File: src/rtl/sync_fifo_prog_pkg.sv
// Shared types and constants for the programmable-flag synchronous FIFO.
// Provides the pointer-width helper, the flag bundle and the flag reset values.
package fifo_pkg;

  // Pointer and count width: one extra bit over the address to tell full from empty
  function automatic int ptr_w(input int addr_width);
    return addr_width + 1;
  endfunction

  // All registered fill/drain flags kept together so they update as one unit
  typedef struct packed {
    logic full;
    logic almost_full;
    logic prog_full;
    logic empty;
    logic almost_empty;
    logic prog_empty;
  } fifo_flags_t;

  localparam logic FULL_RST         = 1'b0;
  localparam logic ALMOST_FULL_RST  = 1'b0;
  localparam logic PROG_FULL_RST    = 1'b0;
  localparam logic EMPTY_RST        = 1'b1;
  localparam logic ALMOST_EMPTY_RST = 1'b1;
  localparam logic PROG_EMPTY_RST   = 1'b1;

  localparam fifo_flags_t FLAGS_RST = '{
    full:         FULL_RST,
    almost_full:  ALMOST_FULL_RST,
    prog_full:    PROG_FULL_RST,
    empty:        EMPTY_RST,
    almost_empty: ALMOST_EMPTY_RST,
    prog_empty:   PROG_EMPTY_RST
  };

endpackage

File: src/rtl/sync_fifo_prog_if.sv
// Bus bundle for sync_fifo_prog: control/data in, data/flags out.
// master = the block feeding and draining the FIFO, slave = the FIFO itself.
interface sync_fifo_prog_if #(
  parameter int DATA_WIDTH = 8,
  parameter int ADDR_WIDTH = 4
);
  logic                  clr;
  logic [DATA_WIDTH-1:0] din;
  logic                  wr_en;
  logic                  rd_en;
  logic [ADDR_WIDTH:0]   af_thresh;
  logic [ADDR_WIDTH:0]   ae_thresh;
  logic [DATA_WIDTH-1:0] dout;
  logic                  valid;
  logic                  full;
  logic                  almost_full;
  logic                  prog_full;
  logic                  empty;
  logic                  almost_empty;
  logic                  prog_empty;
  logic [ADDR_WIDTH:0]   data_count;
  logic                  overflow;
  logic                  underflow;

  modport master (
    output clr, din, wr_en, rd_en, af_thresh, ae_thresh,
    input  dout, valid, full, almost_full, prog_full,
    input  empty, almost_empty, prog_empty, data_count, overflow, underflow
  );

  modport slave (
    input  clr, din, wr_en, rd_en, af_thresh, ae_thresh,
    output dout, valid, full, almost_full, prog_full,
    output empty, almost_empty, prog_empty, data_count, overflow, underflow
  );
endinterface

File: src/rtl/sync_fifo_prog_mem.sv
// FIFO storage: DEPTH x DATA_WIDTH array, one synchronous write port and
// one asynchronous read port. Contents are never reset.
module fifo_mem #(
  parameter int DATA_WIDTH = 8,
  parameter int ADDR_WIDTH = 4
) (
  input  logic                  clk,
  input  logic                  we_i,
  input  logic [ADDR_WIDTH-1:0] waddr_i,
  input  logic [DATA_WIDTH-1:0] wdata_i,
  input  logic [ADDR_WIDTH-1:0] raddr_i,
  output logic [DATA_WIDTH-1:0] rdata_o
);
  localparam int DEPTH = 2 ** ADDR_WIDTH;

  (* ram_style = "block" *) logic [DATA_WIDTH-1:0] mem_q [DEPTH];

  // Store write data at the write address on an accepted write
  always_ff @(posedge clk) begin
    if (we_i) begin
      mem_q[waddr_i] <= wdata_i;
    end
  end

  assign rdata_o = mem_q[raddr_i];
endmodule

File: src/rtl/sync_fifo_prog.sv
// Synchronous FIFO with occupancy count, runtime-programmable thresholds,
// synchronous flush and FWFT/standard read modes.
// Optional feature macro: FIFO_ERR_FLAG_EN enables sticky overflow/underflow
// detection; without it both error outputs are tied low.
module sync_fifo_prog
  import fifo_pkg::*;
#(
  parameter int DATA_WIDTH = 8,
  parameter int ADDR_WIDTH = 4,
  parameter int FWFT_EN    = 1
) (
  input logic             clk,
  input logic             rst_n,
  sync_fifo_prog_if.slave bus
);
  localparam int PW = ptr_w(ADDR_WIDTH);
  typedef logic [PW-1:0] fifo_ptr_t;

  localparam fifo_ptr_t DEPTH_C     = fifo_ptr_t'(2 ** ADDR_WIDTH);
  localparam fifo_ptr_t AFULL_LVL   = fifo_ptr_t'(2 ** ADDR_WIDTH - 1);
  localparam fifo_ptr_t AEMPTY_LVL  = fifo_ptr_t'(1);

  fifo_ptr_t   wptr_q, wptr_d;
  fifo_ptr_t   rptr_q, rptr_d;
  fifo_ptr_t   count_q, count_d;
  fifo_flags_t flags_q, flags_d;
  logic [DATA_WIDTH-1:0] dout_q;
  logic [DATA_WIDTH-1:0] rdata;
  logic wr_acc;
  logic rd_acc;

  // Writes into a full FIFO and reads from an empty one are simply refused
  assign wr_acc = bus.wr_en & ~flags_q.full;
  assign rd_acc = bus.rd_en & ~flags_q.empty;

  fifo_mem #(
    .DATA_WIDTH (DATA_WIDTH),
    .ADDR_WIDTH (ADDR_WIDTH)
  ) u_mem (
    .clk     (clk),
    .we_i    (wr_acc & ~bus.clr),
    .waddr_i (wptr_q[ADDR_WIDTH-1:0]),
    .wdata_i (bus.din),
    .raddr_i (rptr_q[ADDR_WIDTH-1:0]),
    .rdata_o (rdata)
  );

  // Next pointers/count, and flags computed from the next count so they line up with it
  always_comb begin
    wptr_d  = wptr_q;
    rptr_d  = rptr_q;
    count_d = count_q;
    flags_d = FLAGS_RST;
    if (bus.clr) begin
      wptr_d  = '0;
      rptr_d  = '0;
      count_d = '0;
    end else begin
      if (wr_acc) wptr_d = wptr_q + fifo_ptr_t'(1);
      if (rd_acc) rptr_d = rptr_q + fifo_ptr_t'(1);
      case ({wr_acc, rd_acc})
        2'b10:   count_d = count_q + fifo_ptr_t'(1);
        2'b01:   count_d = count_q - fifo_ptr_t'(1);
        default: count_d = count_q;
      endcase
      flags_d.full         = (count_d == DEPTH_C);
      flags_d.almost_full  = (count_d >= AFULL_LVL);
      flags_d.empty        = (count_d == '0);
      flags_d.almost_empty = (count_d <= AEMPTY_LVL);
      flags_d.prog_full    = (count_d >= bus.af_thresh);
      flags_d.prog_empty   = (count_d <= bus.ae_thresh);
    end
  end

  // Pointer, count and flag state
  always_ff @(posedge clk or negedge rst_n) begin
    if (!rst_n) begin
      wptr_q  <= '0;
      rptr_q  <= '0;
      count_q <= '0;
      flags_q <= FLAGS_RST;
    end else begin
      wptr_q  <= wptr_d;
      rptr_q  <= rptr_d;
      count_q <= count_d;
      flags_q <= flags_d;
    end
  end

  // Last word read: the standard-mode output register and the FWFT hold value when empty
  always_ff @(posedge clk or negedge rst_n) begin
    if (!rst_n) begin
      dout_q <= '0;
    end else if (rd_acc && !bus.clr) begin
      dout_q <= rdata;
    end
  end

  generate
    if (FWFT_EN != 0) begin : g_fwft
      assign bus.valid = ~flags_q.empty;
      assign bus.dout  = flags_q.empty ? dout_q : rdata;
    end else begin : g_std
      logic valid_q;
      // One-cycle strobe marking the data loaded by an accepted read
      always_ff @(posedge clk or negedge rst_n) begin
        if (!rst_n) begin
          valid_q <= 1'b0;
        end else if (bus.clr) begin
          valid_q <= 1'b0;
        end else begin
          valid_q <= rd_acc;
        end
      end
      assign bus.valid = valid_q;
      assign bus.dout  = dout_q;
    end
  endgenerate

`ifdef FIFO_ERR_FLAG_EN
  logic overflow_q;
  logic underflow_q;

  // Sticky error flags: set by refused requests, cleared only by flush or reset
  always_ff @(posedge clk or negedge rst_n) begin
    if (!rst_n) begin
      overflow_q  <= 1'b0;
      underflow_q <= 1'b0;
    end else if (bus.clr) begin
      overflow_q  <= 1'b0;
      underflow_q <= 1'b0;
    end else begin
      if (bus.wr_en && flags_q.full)  overflow_q  <= 1'b1;
      if (bus.rd_en && flags_q.empty) underflow_q <= 1'b1;
    end
  end

  assign bus.overflow  = overflow_q;
  assign bus.underflow = underflow_q;
`else
  assign bus.overflow  = 1'b0;
  assign bus.underflow = 1'b0;
`endif

  assign bus.full         = flags_q.full;
  assign bus.almost_full  = flags_q.almost_full;
  assign bus.prog_full    = flags_q.prog_full;
  assign bus.empty        = flags_q.empty;
  assign bus.almost_empty = flags_q.almost_empty;
  assign bus.prog_empty   = flags_q.prog_empty;
  assign bus.data_count   = count_q;
endmodule

File: src/flat_wrapper.sv
// flat-port wrapper written by rule: the top's interface ports become plain ports
module sync_fifo_prog_flat import fifo_pkg::*;
#(
  parameter int DATA_WIDTH = 8,
  parameter int ADDR_WIDTH = 4,
  parameter int FWFT_EN    = 1
)
  (clk, rst_n, bus_clr, bus_din, bus_wr_en, bus_rd_en, bus_af_thresh, bus_ae_thresh, bus_dout, bus_valid, bus_full, bus_almost_full, bus_prog_full, bus_empty, bus_almost_empty, bus_prog_empty, bus_data_count, bus_overflow, bus_underflow);
  sync_fifo_prog_if #(.DATA_WIDTH(DATA_WIDTH), .ADDR_WIDTH(ADDR_WIDTH)) bus_i ();
  input logic clk;
  input logic rst_n;
  input wire logic [$bits(bus_i.clr)-1:0] bus_clr;
  input wire logic [$bits(bus_i.din)-1:0] bus_din;
  input wire logic [$bits(bus_i.wr_en)-1:0] bus_wr_en;
  input wire logic [$bits(bus_i.rd_en)-1:0] bus_rd_en;
  input wire logic [$bits(bus_i.af_thresh)-1:0] bus_af_thresh;
  input wire logic [$bits(bus_i.ae_thresh)-1:0] bus_ae_thresh;
  output wire logic [$bits(bus_i.dout)-1:0] bus_dout;
  output wire logic [$bits(bus_i.valid)-1:0] bus_valid;
  output wire logic [$bits(bus_i.full)-1:0] bus_full;
  output wire logic [$bits(bus_i.almost_full)-1:0] bus_almost_full;
  output wire logic [$bits(bus_i.prog_full)-1:0] bus_prog_full;
  output wire logic [$bits(bus_i.empty)-1:0] bus_empty;
  output wire logic [$bits(bus_i.almost_empty)-1:0] bus_almost_empty;
  output wire logic [$bits(bus_i.prog_empty)-1:0] bus_prog_empty;
  output wire logic [$bits(bus_i.data_count)-1:0] bus_data_count;
  output wire logic [$bits(bus_i.overflow)-1:0] bus_overflow;
  output wire logic [$bits(bus_i.underflow)-1:0] bus_underflow;
  assign bus_i.clr = bus_clr;
  assign bus_i.din = bus_din;
  assign bus_i.wr_en = bus_wr_en;
  assign bus_i.rd_en = bus_rd_en;
  assign bus_i.af_thresh = bus_af_thresh;
  assign bus_i.ae_thresh = bus_ae_thresh;
  assign bus_dout = bus_i.dout;
  assign bus_valid = bus_i.valid;
  assign bus_full = bus_i.full;
  assign bus_almost_full = bus_i.almost_full;
  assign bus_prog_full = bus_i.prog_full;
  assign bus_empty = bus_i.empty;
  assign bus_almost_empty = bus_i.almost_empty;
  assign bus_prog_empty = bus_i.prog_empty;
  assign bus_data_count = bus_i.data_count;
  assign bus_overflow = bus_i.overflow;
  assign bus_underflow = bus_i.underflow;
  sync_fifo_prog #(.DATA_WIDTH(DATA_WIDTH), .ADDR_WIDTH(ADDR_WIDTH), .FWFT_EN(FWFT_EN)) u_core (.clk(clk), .rst_n(rst_n), .bus(bus_i));
endmodule
File: config.mk
export PLATFORM = sky130hd
export DESIGN_NAME = sync_fifo_prog_flat
export DESIGN_NICKNAME = d
export VERILOG_FILES = /design/src/rtl/sync_fifo_prog_pkg.sv /design/src/rtl/sync_fifo_prog_if.sv /design/src/rtl/sync_fifo_prog_mem.sv /design/src/rtl/sync_fifo_prog.sv /design/src/flat_wrapper.sv
export SDC_FILE = /design/constraint.sdc
export NUM_CORES = 1
export LEC_CHECK = 0
export BUFFER_PORTS_ARGS = -buffer_cell sky130_fd_sc_hd__buf_2
export CORE_MARGIN = 1
export CORE_UTILIZATION = 45
export CTS_CLUSTER_DIAMETER = 50
export CTS_CLUSTER_SIZE = 24
export DETAILED_ROUTE_END_ITERATION = 16
export PLACE_DENSITY = 0.72
export SYNTH_ARGS = -nofsm -noshare
export SYNTH_HDL_FRONTEND = slang
export SYNTH_SLANG_ARGS = --single-unit
File: constraint.sdc
create_clock -name clk -period 7.55 [get_ports clk]
set_clock_uncertainty 0.05 [all_clocks]
set_input_delay 0.3775 -clock clk [delete_from_list [all_inputs] [get_ports clk]]
set_output_delay 0.3775 -clock clk [all_outputs]
set_load 0.01 [all_outputs]
## Yosys cells after proc, flatten, opt, wreduce, memory -nomap -nowiden

Memories as Yosys holds them, arrays and structs flattened.
Index checks and enable logic that the tools add are counted.

| word-level totals | value |
|---|---|
| memories kept | 1 |
| word-level logic and storage cells | 44 |
| RAM bits | 128 |
| register bits | 29 |

| cells by class | value |
|---|---|
| bitwise logic cells | 6 |
| reductions and logical operators | 5 |
| equality and inequality tests | 3 |
| add/subtract/negate cells | 4 |
| magnitude comparators | 4 |
| muxes and demuxes | 11 |

Memories:

| memory | depth | width | read ports | clocked after Yosys merged registers in | wr ports | RTL line | RTL |
|---|---|---|---|---|---|---|---|
| u_core.u_mem.mem_q | 16 | 8 | 1 | 0 | 1 | sync_fifo_prog_mem.sv:16 | `(* ram_style = "block" *) logic [DATA_WIDTH-1:0] mem_q [DEPTH];` |

Operators by type and width:

| cell | number |
|---|---|
| $mux 5 | 6 |
| $add 5x1->5 const B | 3 |
| $pmux 5 s2 | 1 |
| $mux 8 | 1 |
| $mux 6 | 1 |
| $eq 5x5->1 const B | 1 |
| $ge 5x4->1 const B | 1 |
| $ge 5x5->1 | 1 |
| $le 5x1->1 const B | 1 |
| $le 5x5->1 | 1 |
| $logic_not 5->1 | 1 |
| $sub 5x1->5 const B | 1 |
| $reduce_bool 2->1 | 2 |
| $and 1x1->1 | 3 |
| $not 1->1 | 3 |
| $eq 2x1->1 const B | 1 |
| $eq 2x2->1 const B | 1 |
| $mux 1 | 2 |
| $logic_and 1x1->1 | 1 |
| $logic_not 1->1 | 1 |

## Longest topological paths before layout

Gate-level depths: netlist of the first run.

| logic depth | value |
|---|---|
| depth in word-level cells | 7 |
| gate-level depth with buffers | 16 |

## By module

A second synthesis of the first run with hierarchy kept.

| second synthesis, totals | value |
|---|---|
| cells, all modules | 373 |
| area total of the unflattened synthesis | 6612.6 um^2 |

Modules (own cells, without submodules):

| module | cells an instance | seq. area each (um^2) | area an instance (um^2) | instances |
|---|---|---|---|---|
| fifo_mem | 221 | 3843.7 | 4987.3 | 1 |
| sync_fifo_prog | 152 | 679.4 | 1625.3 | 1 |

## Worst setup path after synthesis of the first run

No wires, ideal clock.

| timing | value |
|---|---|
| path kind | flip-flop to flip-flop |
| start | register u_core.flags_q, in the netlist u_core.bus.empty |
| end | register u_core.flags_q, in the netlist u_core.bus.prog_empty |
| slack | 4.433 ns |
| buffers on the path | 1 |
| arrival | 3.007 ns |
| cell stages (with the launch flop) | 17 |
| period minus slack after synthesis | 3.117 ns |
| cell sequence | dfstp_2 buf_2 nand2b_4 inv_4 nand2_1 xnor2_1 ha_1 a21o_1 and3_1 or4_4 nand2_1 ha_1 o21a_1 o21ai_0 nor2_1 o211ai_1 a21o_1 |

RTL lines:

| element | RTL line | RTL |
|---|---|---|
| from (decl) | sync_fifo_prog.sv:26 | `fifo_flags_t flags_q, flags_d;` |
| from (signal assigned) | sync_fifo_prog.sv:86 | `flags_q <= flags_d;` |

==> impl_results.md, run 1 <==
- Final wirelength: 11700 µm
- Syn Area/Cell: 17.4 µm²
- IO Port Bufs: 42
- GRT overflow: 0
- Clock buffer depth: 2
- Most frequent cells in the layout: edfxtp_1, buf_2, nand2_1, mux4_2, nor2_1
- Wire length per cell: 18.9 µm
- Slew HR: 45.5%
- Hold Fails Final Rpt: 0
- Largest net degree at the start of global routing: 36
- Cell Pwr Density: 306 nW/µm²
- Rows: 43
- H-tree depth: 4
- Synth warn: 0
- Final HPWL from detailed placement: 7770 µm
- Crit. Startpoint: u_core.bus.full$_DFF_PN0_
- GRT Util Overall: 17.4%
- Io pins: 45
- Layout Utilization: 53.2%
- Register area share after synthesis: 69.0%
- Tmin final: 3.47 ns
- Vias per std cell: 5.45
- Post-Syn Instances: 377
- Crit. End Element: register
- Clk Latency, worst-skew pair: 0.42 ns
- CORE AREA: 14000 µm²
- Total CTS buffers: 17
- Worst IR Drop VDD: 0.243 mV
- Startpoint types: register
- Hold_buf cts: 1
- # setup viols final: 0
- Routed Antenna Nets: 0
- Ys async rst share: 17.4%
- Post_cts resized: 0
- Pleak: 2.63 nW
- Number of synthesized flops with an enable pin: 128
- Status: finished, final reports clean
- CTS tree: done
- Synth unique cells: 49
- Vias in the first global route: 3356
- TNS Setup: 0 ns
- Final net count: 462
- Post-CTS Setup Bufs: 0
- CP required: 7.87 ns
- Fmax: 288 MHz
- HP Start: bus_ae_thresh[4]
- Worst slew pin tran: 0.814 ns
- Worst Path Max Fanout: 8
- Antenna violations before repair: 0
- Ys flop type: edfxtp_1
- Initial Util: 46.7%
- Setup CP Type: reg2reg
- Via count: 3378
- Hold Crit Class: in2reg
- DIE HEIGHT: 123 µm
- Commonest non-fill, non-tap cell in the layout: edfxtp_1
- CTS root buffer: clkbuf_16
- Clock Sinks: 155
- Max-Cap Viols: 0
- Area Growth Syn to Fin: 14.0%
- Unrepaired setup endpoints after global routing: no
- Arr. time, crit path: 3.79 ns
- Residual DRC: 0
- Initial DRT Pass Iterations: 4
- Worst-path clk slew: 0.06 ns
- GP Congestion: 0.806
- Share of cells above drive strength 1: 30.2%
- Synthesized flop and latch total: 155
- Synth Cell Area: 6550 µm²
- Initial DRC count: 340
- Die Area: 15100 µm²
- Max-slew violation count: 0
- Worst r2r src: u_core.bus.full$_DFF_PN0_
- N_diodes: 0
- Die width: 123 µm
- Final period utilization: 46.0%
- First-pass GRT wire length: 18500 µm
-- routing by layer --
layer  global-route usage, %  vias to the layer above  wire [µm]
met5                       0                        -          0
li1                        -                     1564          -
met2                    25.3                      106       5560
met1                    24.5                     1693       5390
met3                    5.25                       15        604
met4                    7.09                        0        155
-- state kept, by name (all words and copies together), names as in the netlist --
name / flops
u_core.wptr_q: 4
u_core.bus.prog_full: 1
u_core.dout_q: 8
u_core.u_mem.mem_q: 128
u_core.bus.prog_empty: 1
u_core.rptr_q: 4
u_core.bus.almost_full: 1
u_core.bus.empty: 1
u_core.bus.full: 1
u_core.bus.data_count: 5
u_core.bus.almost_empty: 1
-- cell families (layout without fill, tap and decap cells) --
group                    count (synthesis)  in the layout  synth area share (%)
buffers and inverters                   30             92                  2.63
adder cells (fa/ha/maj)                 12             12                  2.29
other                                    1              2                0.0572
flip-flops                             155            155                  69.0
XOR/XNOR                                 9              9                  1.20
multiplexers                            49             49                  15.4
AND/OR/NAND/NOR                         91             91                  6.40
AO/OA/AOI/OAI                           30             30                  3.00
-- critical path, cell delays in order, from the launching register on --
cell      delay [ns]
dfrtp_1         0.38
nor2b_1         0.47
inv_2           0.19
nand2_1         0.16
xnor2_1         0.08
ha_1            0.22
a21o_1          0.17
and3_1          0.20
or4_4           0.44
nand2_1         0.13
ha_1            0.25
o21a_1          0.11
o21ai_0         0.22
nor2_1          0.07
o211ai_1        0.16
a21o_1          0.13
-- cell usage after synthesis, drive strengths merged, types with 2 or more instances --
| master | count | area share (%) |
|---|---|---|
| o211ai | 2 | 0.23 |
| nand2 | 38 | 2.2 |
| edfxtp | 128 | 59 |
| o31ai | 2 | 0.31 |
| xnor2 | 4 | 0.53 |
| a31oi | 3 | 0.29 |
| dfstp | 3 | 1.2 |
| nand2b | 4 | 0.50 |
| o21ai | 2 | 0.15 |
| nand4 | 5 | 0.48 |
| inv | 10 | 0.61 |
| xor2 | 5 | 0.67 |
| a21oi | 11 | 0.84 |
| buf | 8 | 1.3 |
| mux4 | 40 | 14 |
| dfrtp | 24 | 9.2 |
| nor2b | 4 | 0.38 |
| nor3 | 5 | 0.38 |
| ha | 12 | 2.3 |
| a21o | 3 | 0.34 |
| and3 | 3 | 0.29 |
| clkbuf | 11 | 0.65 |
| mux2 | 9 | 1.5 |
| nor2 | 26 | 1.5 |
-- where the power goes --
group,leakage [nW],switching [mW],internal (mW)
Combinational,0.870,0.252,0.221
Sequential,1.50,0.0385,0.982
Clock,0.263,0.339,0.455
-- metrics by stage --
stage	worst slack (ns)	total power, mW	std cells	area (µm²)	hold WS, ns
6_report	4.08	2.29	620	7470	0.229
2_1_floorplan	4.43	1.39	378	6560	0.0319
5_1_grt	3.75	2.41	620	7470	0.253
3_3_place_gp	4.21	1.49	587	6910	0.362
4_1_cts	4.10	2.31	620	7470	0.212
3_5_place_dp	4.04	1.51	587	6910	0.378
-- worst paths after layout --
| path | to | slack, ns | depth (start not counted) |
|---|---|---|---|
| setup / recovery | u_core.bus.prog_empty$_DFF_PN1_ | 4.08 | 15 |
| hold / removal | u_core.bus.prog_empty$_DFF_PN1_ | 0.23 | 3 |
| setup reg to reg | u_core.bus.prog_empty$_DFF_PN1_ | 4.08 | 15 |
| hold reg to reg | u_core.dout_q[3]$_DFFE_PN0P_ | 0.46 | 1 |
| max in group asynchronous | u_core.rptr_q[0]$_DFFE_PN0P_ | 6.56 | 2 |
| min in group asynchronous | u_core.bus.data_count[2]$_DFF_PN0_ | 0.45 | 2 |
-- final cells by class --
class,instances,area [µm²]
Fill cell,1088,6570
Sequential cell,155,4520
Multi-Input combinational cell,193,1860
Clock buffer,19,433
Timing Repair Buffer,49,265
Tap cell,180,225
Clock inverter,13,118
Inverter,11,43.8
Power figures use the tool's default switching activity.
==> run 2: changes to the inputs <==
Clock period 7.55 ns to 3.2 ns, I/O delays scaled along.
==> impl_results.md, run 2 (same netlist as run 1, synthesis figures left out) <==
- CTS root buffer: clkbuf_16
- IO Port Bufs: 42
- Fin area: 7610 µm²
- Post-CTS Setup Bufs: 0
- Vias in the first global route: 3325
- Startpoint types: register
- Tot Pwr: 5.75 mW
- Worst-path clk slew: 0.06 ns
- Commonest non-fill, non-tap cell in the layout: edfxtp_1
- GP Congestion: 0.857
- Worst Path Max Fanout: 10
- Io pins: 45
- # setup viols final: 0
- Final net count: 465
- Initial Util: 46.7%
- Most frequent cells in the layout: edfxtp_1, buf_2, mux4_2, nand2_1, nor2_1
- Worst IR Drop VDD: 0.391 mV
- N_diodes: 0
- Clk Latency, worst-skew pair: 0.42 ns
- Residual DRC: 0
- Max reg flops: 128
- Worst r2r dst: u_core.bus.prog_empty$_DFF_PN1_
- Antenna violations before repair: 0
- Arr. time, crit path: 3.32 ns
- Worst slew pin tran: 0.819 ns
- Share of cells above drive strength 1: 31.7%
- Total CTS buffers: 17
- Critical path's slowest cell: dfstp_2
- Final wirelength: 12000 µm
- Worst r2r path cells: 15
- Hold Fails Final Rpt: 0
- Max-slew violation count: 0
- Max-Cap Viols: 0
- Unrepaired setup endpoints after global routing: no
- Vias per std cell: 5.56
- Worst reg2reg setup slack: 0.20 ns
- Wire length per cell: 19.2 µm
- Setup CP Type: reg2reg
- Layout Utilization: 54.2%
- Via count: 3459
- Fmax: 334 MHz
- DIE HEIGHT: 123 µm
- Pleak: 2.70 nW
- Cell Pwr Density: 756 nW/µm²
- Fillers: 1073
- Clock Sinks: 155
- CORE AREA: 14000 µm²
- Largest net degree at the start of global routing: 36
- Final HPWL from detailed placement: 7770 µm
- Worst r2r src: u_core.bus.empty$_DFF_PN1_
- Setup WS pre-CTS: 0.0534 ns
- H-tree depth: 4
- Routed Antenna Nets: 0
- GRT Util Overall: 17.8%
- CTS tree: done
- Tmin final: 3.00 ns
- CP Cell Sequence: nand2b_4, inv_4, nand2_2, xnor2_1, ha_1, a21o_1, and3_1, or4_4, nand2_2, ha_1, o21a_1, o21ai_2, nor2_1, o211ai_1, a21o_1
- Hold Crit Class: in2reg
- Final setup margin: 0.202 ns
- Rows: 43
- Hold-critical path depth: 4
- Initial DRT Pass Iterations: 5
- Initial DRC count: 296
- Die Area: 15100 µm²
- Largest reg by FF count: u_core.u_mem.mem_q
- Final period utilization: 93.7%
- TNS Setup: 0 ns
- Status: finished, final reports clean
- Area Growth Syn to Fin: 16.1%
- Die width: 123 µm
- Slew HR: 45.2%
- CP required: 3.52 ns
- HP Start: bus_rd_en
- First-pass GRT wire length: 18900 µm
- WHS Endpoint: u_core.rptr_q[1]$_DFFE_PN0P_
- Clock buffer depth: 2
- Dpl cell area: 6950 µm²
- Slowest Stage Delay on Critical Path: 0.53 ns
- Crit. End Element: register
- GRT overflow: 0
-- run 2: layout make-up --
cell class                 count  area [µm²]  share of cell area [%]
tap                          180         225                    2.96
clock inverter                13         213                    2.80
timing repair buffer          52         300                    3.95
multi-input combinational    193        1870                    24.6
clock buffer                  18         429                    5.64
inverter                      11        43.8                   0.576
sequential                   155        4520                    59.5
-- run 2: metal layers --
layer  global-route usage (%)  share of wire (%)  up-vias
met5                        0                  0        -
met4                     6.40                1.5        0
met3                     5.20                6.1       16
met2                     27.4                 49      120
met1                     24.1                 43     1756
li1                         -                  -     1567
-- run 2: timing repair --
action / in CTS / in global routing
hold buffers: 1 / 0
endpoints found under the hold margin: 24 / 0
resized for setup: 0 / 4
endpoints found under the setup margin: 0 / 1
-- run 2: metrics by stage --
step / instances / hold WS [ns]
finish: 622 / 0.0418
global route: 622 / 0.0456
CTS: 622 / 0.0251
detailed placement: 590 / 0.158
global placement: 590 / 0.144
floorplan: 378 / -0.186
-- run 2: power breakdown --
group	switching [mW]	total, mW	leakage (nW)	internal (mW)
clock	0.781	2.17	0.316	1.39
sequential	0.0796	2.40	1.50	2.32
combinational	0.624	1.18	0.889	0.559
-- run 2: critical path: cells and delay by family (launching register included) --
kind	cells	cell delay [ns]
buffers and inverters	1	0.07
XOR/XNOR	1	0.06
adder cells (fa/ha/maj)	2	0.46
AND/OR/NAND/NOR	6	1.04
flip-flops	1	0.53
AO/OA/AOI/OAI	5	0.74
-- run 2: worst max path at each step --
stage / from / to
after CTS: u_core.bus.empty$_DFF_PN1_ / u_core.bus.prog_empty$_DFF_PN1_
after global routing: u_core.bus.empty$_DFF_PN1_ / u_core.bus.prog_empty$_DFF_PN1_
after global placement: u_core.bus.empty$_DFF_PN1_ / u_core.bus.prog_empty$_DFF_PN1_
final: u_core.bus.empty$_DFF_PN1_ / u_core.bus.prog_empty$_DFF_PN1_
after floorplan: u_core.bus.empty$_DFF_PN1_ / u_core.bus.prog_empty$_DFF_PN1_
after detailed placement: u_core.bus.empty$_DFF_PN1_ / u_core.bus.prog_empty$_DFF_PN1_
==> run 3: changes to the inputs <==
Settings changed: CTS_CLUSTER_SIZE 24 to 16, SYNTH_HIERARCHICAL set to 1.
==> impl_results.md, run 3 <==
- Status: finished, final reports clean
- Final net count: 480
- Number of synthesized flops with an enable pin: 128
- CP Cell Sequence: nand2b_4, nor2_4, xor2_1, ha_2, a21o_1, and3_4, or4_4, nand2_4, ha_4, nand3_1, o21ai_1, or2_2, a221oi_2, o21bai_1
- Seq pwr share: 42.7%
- Max reg flops: 128
- DIE HEIGHT: 123 µm
- Unrepaired setup endpoints after global routing: no
- Worst IR Drop VDD: 0.506 mV
- Initial DRT Pass Iterations: 7
- Total CTS buffers: 17
- Largest net degree at the start of global routing: 36
- Vias in the first global route: 3681
- CP required: 3.51 ns
- Ys flop type: edfxtp_1
- Max-Cap Viols: 0
- Fillers: 1082
- Final hold slack: 0.0273 ns
- Synth Cell Area: 6610 µm²
- Worst slew pin tran: 0.722 ns
- Combinational share of power: 22.7%
- Slowest Stage Delay on Critical Path: 0.53 ns
- H-tree depth: 4
- Tmin final: 3.05 ns
- Pleak: 2.83 nW
- Top-count cell post-synth: edfxtp_1
- Final HPWL from detailed placement: 8560 µm
- Most frequent cells in the layout: edfxtp_1, buf_2, buf_4, nor2_1, dfrtp_1
- Commonest non-fill, non-tap cell in the layout: edfxtp_1
- Wire length per cell: 21.4 µm
- Share of cells above drive strength 1: 34.5%
- Setup WS pre-CTS: -0.0220 ns
- CTS tree: done
- First-pass GRT wire length: 20800 µm
- Die width: 123 µm
- Hold Fails Final Rpt: 0
- Arr. time, crit path: 3.35 ns
- Synthesized flop and latch total: 155
- Initial Util: 46.9%
- Leading area contributor after synthesis: edfxtp_1
- Slew HR: 51.7%
- Via count: 3752
- Clock buffer depth: 2
- Synth unique cells: 51
- Dpl cell area: 7130 µm²
- Cell Pwr Density: 724 nW/µm²
- Worst Path Max Fanout: 4
- GRT overflow: 0
- Die Area: 15200 µm²
- CTS root buffer: clkbuf_16
- Final period utilization: 95.3%
- Rows: 43
- Setup CP Type: reg2reg
- GP Congestion: 0.863
- Vias per std cell: 5.85
- Int Pwr: 4.04 mW
- Ys async rst share: 17.4%
- Area Growth Syn to Fin: 17.9%
- Clock Sinks: 155
- # setup viols final: 0
- Clk pwr share: 34.6%
- Clk Latency, worst-skew pair: 0.43 ns
- Register area share after synthesis: 68.4%
- Initial DRC count: 342
- GRT Util Overall: 19.6%
- N_diodes: 0
- Final wirelength: 13700 µm
- Startpoint types: register
- CORE AREA: 14100 µm²
- Antenna violations before repair: 0
- Crit. Startpoint: u_core/bus.empty$_DFF_PN1_
- Switching power: 1.60 mW
- Max-slew violation count: 0
- Residual DRC: 0
- Synth warn: 6
- Largest reg by FF count: u_core/u_mem/mem_q
- Most frequent cells after synthesis: edfxtp_1, nor2_1, dfrtp_1
- HP Start: bus_af_thresh[3]
- Worst-path clk slew: 0.07 ns
- Fmax: 328 MHz
- Worst r2r src: u_core/bus.empty$_DFF_PN1_
- Synth top area share: 58.1%
- Crit. End Element: register
- Fin area: 7800 µm²
- Critical path's slowest cell: dfstp_2
- Synth area leaders: edfxtp_1, dfrtp_1, mux4_2
- Final setup margin: 0.152 ns
- Post-Syn Instances: 373
- Sw Ratio: 28.4%
- IO Port Bufs: 42
- Syn Area/Cell: 17.7 µm²
- Io pins: 45
- Routed Antenna Nets: 0
- Hold Crit Class: in2reg
[run 3: cell count changes after synthesis, moves of 3 or more]
| cell | delta |
|---|---|
| a22oi_1 | +16 |
| buf_2 | +3 |
| buf_6 | +3 |
| clkbuf_1 | -7 |
| clkdlybuf4s25_2 | +3 |
| ha_1 | -3 |
| mux2_2 | +8 |
| mux4_1 | +12 |
| mux4_2 | -20 |
| nand2_1 | -22 |
[run 3: layout make-up]
| cell class | count | area [µm²] | area share, % |
|---|---|---|---|
| Clock buffer | 17 | 425 | 5.45 |
| Clock inverter | 15 | 155 | 1.99 |
| Inverter | 8 | 45.0 | 0.578 |
| Multi-Input combinational cell | 193 | 1960 | 25.2 |
| Sequential cell | 155 | 4520 | 58.0 |
| Tap cell | 180 | 225 | 2.89 |
| Timing Repair Buffer | 73 | 460 | 5.90 |
[run 3: worst max-delay path: cells and delay by family, from the launching register on]
family	cells	cell delay, ns
and+or+nand+nor	7	1.30
AOI/OAI and AO/OA	4	0.56
DFF	1	0.53
adders and majority gates	2	0.39
xor gates and xnor gates	1	0.15
[run 3: timing repair]
item                                    CTS  global route
setup buffers                             5             0
hold buffers                              2             0
pin swaps                                 5             3
cloned                                    0             0
endpoints found under the setup margin    1             1
resized for setup                         7             0
endpoints found under the hold margin    25             0
[run 3: through the flow]
stage	setup TNS [ns]	instances	utilization, %	power (mW)
2_1_floorplan	0	374	-	3.30
3_3_place_gp	0	602	50.6	3.64
3_5_place_dp	-0.0220	602	50.6	3.69
4_1_cts	0	641	55.3	5.68
5_1_grt	0	641	55.3	5.89
6_report	0	641	55.3	5.65
[run 3: path summary, 6_finish.rpt]
path	slack [ns]	cells after the start	end
min in group asynchronous	0.23	2	u_core/bus.data_count[3]$_DFF_PN0_
max in group asynchronous	2.44	2	u_core/rptr_q[0]$_DFFE_PN0P_
hold reg to reg	0.45	1	u_core/dout_q[4]$_DFFE_PN0P_
hold / removal	0.03	4	u_core/bus.prog_full$_DFF_PN0_
setup / recovery	0.15	14	u_core/bus.prog_empty$_DFF_PN1_
setup reg to reg	0.15	14	u_core/bus.prog_empty$_DFF_PN1_
[run 3: routing by layer]
metal  global-route usage, %  routed length, µm
met5                       0                  0
met1                    26.3               5800
met3                    5.26               1090
met4                    7.15                258
met2                    30.7               6600
[run 3: power groups by stage]
stage	clock network, mW	registers (mW)	logic [mW]
after global placement	0	2.44	1.21
after CTS	1.98	2.41	1.29
final	1.95	2.41	1.28
after floorplan	0	2.45	0.854
after global routing	2.06	2.43	1.39
after detailed placement	0	2.45	1.24
[run 3: logic make-up (layout without fill, tap and decap cells)]
logic type | Yosys count | count (layout) | share of synthesized area (%)
other | 1 | 2 | 0.0567
flip-flops | 155 | 155 | 68.4
multiplexers | 49 | 49 | 14.6
AO/OA/AOI/OAI | 45 | 45 | 5.22
buffers and inverters | 26 | 113 | 2.71
XOR/XNOR | 10 | 10 | 1.32
adder cells (fa/ha/maj) | 9 | 9 | 1.70
AND/OR/NAND/NOR | 78 | 78 | 6.00
